File: src/rtl/bcd_ctrl_defs.sv
// Shared definitions for the two-digit BCD counter controller:
// state encodings, digit width and the BCD validity helper.
package bcd_ctrl_defs;

  localparam int DIGIT_W = 4;
  localparam logic [DIGIT_W-1:0] BCD_MAX_DIGIT = 4'd9;

  typedef enum logic [1:0] {
    ST_IDLE  = 2'd0,
    ST_RUN   = 2'd1,
    ST_PAUSE = 2'd2,
    ST_DONE  = 2'd3
  } state_t;

  function automatic logic is_bcd_pair(input logic [7:0] v);
    return (v[7:4] <= BCD_MAX_DIGIT) && (v[3:0] <= BCD_MAX_DIGIT);
  endfunction

endpackage

File: src/rtl/bcd_digit.sv
// Single BCD digit register with clear/load/inc/dec controls.
// carry/borrow flag the 9->0 and 0->9 rollovers so the next digit can be gated.
module bcd_digit
  import bcd_ctrl_defs::*;
(
  input  logic               clk,
  input  logic               reset,
  input  logic               clr,
  input  logic               ld,
  input  logic [DIGIT_W-1:0] ld_val,
  input  logic               inc,
  input  logic               dec,
  output logic [DIGIT_W-1:0] value,
  output logic               carry,
  output logic               borrow
);

  assign carry  = inc && (value == BCD_MAX_DIGIT);
  assign borrow = dec && (value == 4'd0);

  // digit register: clear beats load beats counting
  always_ff @(posedge clk or posedge reset) begin
    if (reset) begin
      value <= 4'd0;
    end else if (clr) begin
      value <= 4'd0;
    end else if (ld) begin
      value <= ld_val;
    end else if (inc) begin
      value <= (value == BCD_MAX_DIGIT) ? 4'd0 : value + 4'd1;
    end else if (dec) begin
      value <= (value == 4'd0) ? BCD_MAX_DIGIT : value - 4'd1;
    end else begin
      value <= value;
    end
  end

endmodule

File: src/rtl/bcd_counter_controller.sv
// Run/pause/clear/load controller for a 00-99 BCD counter with a tick
// prescaler, wrap/stop terminal policy and a two-slot multiplexed digit output.
module bcd_counter_controller
  import bcd_ctrl_defs::*;
#(
  parameter int TICK_DIV = 4,
  parameter int SCAN_DIV = 2
) (
  input  logic       clk,
  input  logic       reset,
  input  logic       start,
  input  logic       stop,
  input  logic       clear,
  input  logic       load,
  input  logic [7:0] load_val,
  input  logic       up,
  input  logic       wrap_en,
  output logic [3:0] units,
  output logic [3:0] tens,
  output logic       tick,
  output logic       wrap,
  output logic       load_err,
  output logic [1:0] state,
  output logic       digit_sel,
  output logic [3:0] disp_digit
);

  localparam int PW = (TICK_DIV > 1) ? $clog2(TICK_DIV) : 1;
  localparam int SW = (SCAN_DIV > 1) ? $clog2(SCAN_DIV) : 1;
  localparam logic [PW-1:0] PRE_LAST  = PW'(TICK_DIV - 1);
  localparam logic [SW-1:0] SCAN_LAST = SW'(SCAN_DIV - 1);

  state_t        st;
  logic [PW-1:0] presc;
  logic [SW-1:0] scan;

  logic load_ok, terminal, step_edge, quiet;
  logic do_clear, do_load, do_stop, do_start;
  logic step_ok, step_blocked;
  logic units_carry, units_borrow, tens_carry, tens_borrow;

  assign state = st;

  // control arbitration and step qualification
  always_comb begin
    load_ok      = is_bcd_pair(load_val);
    terminal     = up ? ((units == 4'd9) && (tens == 4'd9))
                      : ((units == 4'd0) && (tens == 4'd0));
    do_clear     = clear;
    do_load      = !clear && load;
    do_stop      = !clear && !load && stop;
    do_start     = !clear && !load && !stop && start;
    quiet        = !clear && !load && !stop;
    step_edge    = (st == ST_RUN) && (presc == PRE_LAST);
    step_ok      = step_edge && quiet && (wrap_en || !terminal);
    step_blocked = step_edge && quiet && !wrap_en && terminal;
  end

  bcd_digit u_units (
    .clk(clk), .reset(reset), .clr(do_clear), .ld(do_load && load_ok),
    .ld_val(load_val[3:0]), .inc(step_ok && up), .dec(step_ok && !up),
    .value(units), .carry(units_carry), .borrow(units_borrow)
  );

  bcd_digit u_tens (
    .clk(clk), .reset(reset), .clr(do_clear), .ld(do_load && load_ok),
    .ld_val(load_val[7:4]), .inc(units_carry), .dec(units_borrow),
    .value(tens), .carry(tens_carry), .borrow(tens_borrow)
  );

  // FSM, prescaler and status pulses; the tens rollover marks a full wrap
  always_ff @(posedge clk or posedge reset) begin
    if (reset) begin
      st       <= ST_IDLE;
      presc    <= '0;
      tick     <= 1'b0;
      wrap     <= 1'b0;
      load_err <= 1'b0;
    end else begin
      tick     <= step_ok;
      wrap     <= tens_carry || tens_borrow;
      load_err <= do_load && !load_ok;
      if (do_clear) begin
        st    <= ST_IDLE;
        presc <= '0;
      end else if (do_load) begin
        if (load_ok) begin
          presc <= '0;
          st    <= (st == ST_DONE) ? ST_PAUSE : st;
        end else begin
          presc <= presc;
        end
      end else if (do_stop) begin
        st <= (st == ST_RUN) ? ST_PAUSE : st;
      end else if (do_start) begin
        case (st)
          ST_IDLE, ST_PAUSE: st <= ST_RUN;
          ST_DONE:           st <= (wrap_en || !terminal) ? ST_RUN : ST_DONE;
          default:           st <= st;
        endcase
      end else if (st == ST_RUN) begin
        if (presc == PRE_LAST) begin
          presc <= '0;
          st    <= step_blocked ? ST_DONE : ST_RUN;
        end else begin
          presc <= presc + PW'(1);
        end
      end else begin
        presc <= presc;
      end
    end
  end

  // free-running display scan; disp_digit lags digit_sel by one cycle
  always_ff @(posedge clk or posedge reset) begin
    if (reset) begin
      scan       <= '0;
      digit_sel  <= 1'b0;
      disp_digit <= 4'd0;
    end else begin
      disp_digit <= digit_sel ? tens : units;
      if (scan == SCAN_LAST) begin
        scan      <= '0;
        digit_sel <= !digit_sel;
      end else begin
        scan <= scan + SW'(1);
      end
    end
  end

endmodule
File: config.mk
export PLATFORM = sky130hd
export DESIGN_NAME = bcd_counter_controller
export DESIGN_NICKNAME = d
export VERILOG_FILES = /design/src/rtl/bcd_ctrl_defs.sv /design/src/rtl/bcd_digit.sv /design/src/rtl/bcd_counter_controller.sv
export SDC_FILE = /design/constraint.sdc
export NUM_CORES = 1
export LEC_CHECK = 0
export ABC_AREA = 1
export CORE_ASPECT_RATIO = 0.8
export CORE_MARGIN = 2
export CORE_UTILIZATION = 52
export CTS_CLUSTER_SIZE = 16
export DETAILED_ROUTE_END_ITERATION = 16
export MAX_ROUTING_LAYER = met4
export PLACE_DENSITY = 0.81
export SETUP_SLACK_MARGIN = 0.4
export SLEW_MARGIN = 15
export SYNTH_ARGS = -nofsm -noshare
export SYNTH_HDL_FRONTEND = slang
export SYNTH_HIERARCHICAL = 1
export SYNTH_SLANG_ARGS = --single-unit
File: constraint.sdc
create_clock -name clk -period 2.2 [get_ports clk]
set_input_delay 0.44 -clock clk [delete_from_list [all_inputs] [get_ports clk]]
set_output_delay 0.44 -clock clk [all_outputs]
set_load 0.005 [all_outputs]
==> impl_metrics.json <==
{
  "hpwl_mm": 3.42,
  "die-width_um": 69.0,
  "r2r_cells": 16,
  "reg2reg_from": "u_units/value[0]$_DFFE_PP0P_",
  "routabilityCongestion": 0.959,
  "grt_pass1_vias": 1984,
  "hold_violations": 0,
  "crit_type": "register to register",
  "syn_to_final_growth_pct": 45.6,
  "final_layout_size_suffix_gt1_frac": 0.298,
  "synth_top_cell_by_area": "dfrtp_1",
  "clock_sinks": 21,
  "routed_wl_mm": 5.64,
  "clock_path_buffers": 2,
  "drv_cap": 0,
  "internal_power_mw": 0.981,
  "stdcell_count": 379,
  "postRouteAntennaNets": 0,
  "dpl.cell_count": 355,
  "drt_iter0_drc": 254,
  "syn_avg_cell_area_sq_um": 6.59,
  "final_core_util": 0.812,
  "yosys-top-cells-count": "nand2_1 (85), inv_1 (39), nor2_1 (37)",
  "clkTransAtPathRegs_ns": 0.07,
  "fin_skew_ns": 0.000880,
  "cts_made_buffers": 3,
  "p_clk_frac": 0.155,
  "h-tree-depth": 1,
  "rsz0062_at_grt": "true",
  "placed_area_sq_um": 2250,
  "seqCellArea_sq_um": 532,
  "netSwitchingFraction": 0.407,
  "coreArea_sq_um": 3150,
  "ios": 34,
  "crit_fanout": 7,
  "pre_cts_slack_ns": -0.127,
  "critPathLaunch": "u_units/value[0]$_DFFE_PP0P_",
  "worstMarginPinSlew_ns": 0.495,
  "yosysWarnings": 6,
  "viasPerCell": 5.33,
  "wl_per_cell_um": 14.9,
  "async_reset_ff_frac": 1.00,
  "synthCells": 267,
  "nFillCells": 196,
  "multi_input_area_sq_um": 1090,
  "synthFlopType": "dfrtp_1",
  "dr.pass1.iters": 5,
  "max_stage_delay_ns": 0.43,
  "syn_nets": 292,
  "crit_slowest_cell": "dfrtp_1",
  "crit_path_frequent_cell": "nand2_1",
  "peakVddDrop_mv": 0.320,
  "synthAdderAreaFrac": 0.0640,
  "routed-via-count": 2019,
  "antennaDiodeCount": 0,
  "cp-start-kind": "register",
  "synthesis.area_sq_um": 1760,
  "switching_power_mw": 0.672,
  "yosys-top-cells-area": "dfrtp_1 (30%), nand2_1 (18%), inv_1 (8.3%)",
  "fin_crit_sh": 0.927,
  "hp-class": "input pin to async pin",
  "drc": 0,
  "final_cell_area_sq_um": 2560,
  "cp.arrival_ns": 2.25,
  "io_buffers": 33,
  "seq_power_share": 0.305,
  "r2r-end": "u_tens/value[2]$_DFFE_PP0P_",
  "slew-limit-headroom": 0.670,
  "synthXorXnorAreaFrac": 0.0149,
  "synth-edff-count": 0,
  "antenna_found_initial": 0,
  "rrSetupSlack_ns": 0.16,
  "synth_simple_gate_area_share": 0.425,
  "layout_setup_ws_ns": 0.160,
  "synth_top_area_share": 0.299,
  "drv_slew": 0,
  "die_h_um": 56.0,
  "power_frac_comb": 0.540,
  "die_area_sq_um": 3870,
  "ys_seq_area_frac": 0.299,
  "track_usage": 0.300,
  "clock_latency_ns": 0.26,
  "p_leak_nw": 1.37,
  "synth_compound_area_frac": 0.0427,
  "synth_cell_type_count": 25,
  "synthMuxAreaShare": 0.0128,
  "synth_top_family_by_area": "simple AND/OR/NAND/NOR gates",
  "grt_max_degree": 14,
  "cp_data_required_time_ns": 2.41,
  "synth_seq_cells": 21,
  "synth_most_common_cell": "nand2_1",
  "grt.overflow.total": 0,
  "cp-end-kind": "register",
  "grt_pass1_wl_mm": 9.10,
  "setup_viol": 0,
  "crit_chain": "nor2_1, nand2_1, nand2_1, nand2_1, nor2_2, inv_2, nand2_4, nor2_4, nand2_2, inv_4, nor2_4, nand3_4, buf_4, inv_1, nand2_1, nand2_1",
  "period_minus_slack_ns": 2.04,
  "cts_tree": "yes",
  "rows": 18,
  "fin_setup_tns_ns": 0,
  "p_per_area_nw_per_um2": 645,
  "fmax_mhz": 490,
  "cts_hold_buf": 0,
  "nets": 365,
  "start_util": 0.558,
  "status": "finished, final reports clean",
  "root_buffer": "clkbuf_8"
}
## sequential cells by signal, indices dropped and copies added, names as in the netlist
signal,count
u_units/value,4
state,2
disp_digit,4
digit_sel,1
load_err,1
wrap,1
tick,1
scan,1
presc,2
u_tens/value,4
## what timing repair did
item | in CTS | in global routing
setup endpoints to repair | 9 | 13
gates cloned | 0 | 0
setup buffers | 17 | 3
pin swaps | 16 | 7
resized for setup | 24 | 17
## worst max-delay path: cells and delay by family (launching register included)
family	cells	cell delay, ns
buf+inv	4	0.36
flops	1	0.43
simple gates	12	1.18
## cells by family (layout without fill, tap and decap cells)
kind of cell,Yosys count,in the layout
adder cells (fa/ha/maj),9,9
buffers and inverters,51,123
AND/OR/NAND/NOR,166,166
XOR/XNOR,3,3
AO/OA/AOI/OAI,15,15
flip-flops,21,21
multiplexers,2,2
## cells in the final DEF, fill, tap and decap left out, types with 2 or more instances in the layout
cell,instances
bufinv_8,2
nand3_1,14
dfrtp_1,16
nand2_4,2
nor2_4,6
ha_1,8
inv_1,33
o21ai_1,10
buf_4,37
nand2_1,82
inv_2,10
xnor2_1,2
mux2_2,2
buf_6,3
nand3_2,4
clkbuf_8,3
nor2_2,8
clkdlybuf4s50_1,27
nand2_2,9
nor3_2,4
dfrtp_2,5
nand4_1,2
nor2_1,30
dlygate4sd2_1,5
o21ai_0,4
## power by group through the flow
stage | logic (mW) | clock network (mW) | registers, mW
floorplan | 0.417 | 0 | 0.531
global placement | 0.692 | 0 | 0.521
finish | 0.893 | 0.256 | 0.504
CTS | 0.802 | 0.247 | 0.489
global route | 0.984 | 0.268 | 0.509
detailed placement | 0.703 | 0 | 0.524
## worst max path at each step
stage	to	depth (start not counted)	slack, ns
after floorplan	u_tens/value[0]$_DFFE_PP0P_	18	0.33
after global placement	u_tens/value[2]$_DFFE_PP0P_	14	-0.05
after detailed placement	u_tens/value[2]$_DFFE_PP0P_	15	-0.13
after CTS	u_tens/value[1]$_DFFE_PP0P_	16	0.37
after global routing	u_tens/value[2]$_DFFE_PP0P_	16	0.05
final	u_tens/value[2]$_DFFE_PP0P_	16	0.16
## layout make-up
| cell class | instances | share of cell area |
|---|---|---|
| multi-input combinational | 195 | 0.427 |
| timing repair buffer | 73 | 0.249 |
| sequential | 21 | 0.208 |
| inverter | 46 | 0.0791 |
| tap | 40 | 0.0195 |
| clock buffer | 4 | 0.0176 |
## routing by layer
| layer | track usage | vias up | routed length (um) |
|---|---|---|---|
| li1 | - | 951 | - |
| met1 | 0.387 | 917 | 2450 |
| met3 | 0.0326 | 21 | 448 |
| met2 | 0.484 | 130 | 2560 |
| met5 | - | - | 0 |
| met4 | 0.123 | 0 | 176 |
## metrics by stage
step	total power [mW]	hold slack (ns)
floorplan	0.948	0.206
detailed placement	1.23	0.446
CTS	1.54	0.445
finish	1.65	0.438
global placement	1.21	0.425
global route	1.76	0.456
No activity file was read; power rests on OpenSTA's default activity.
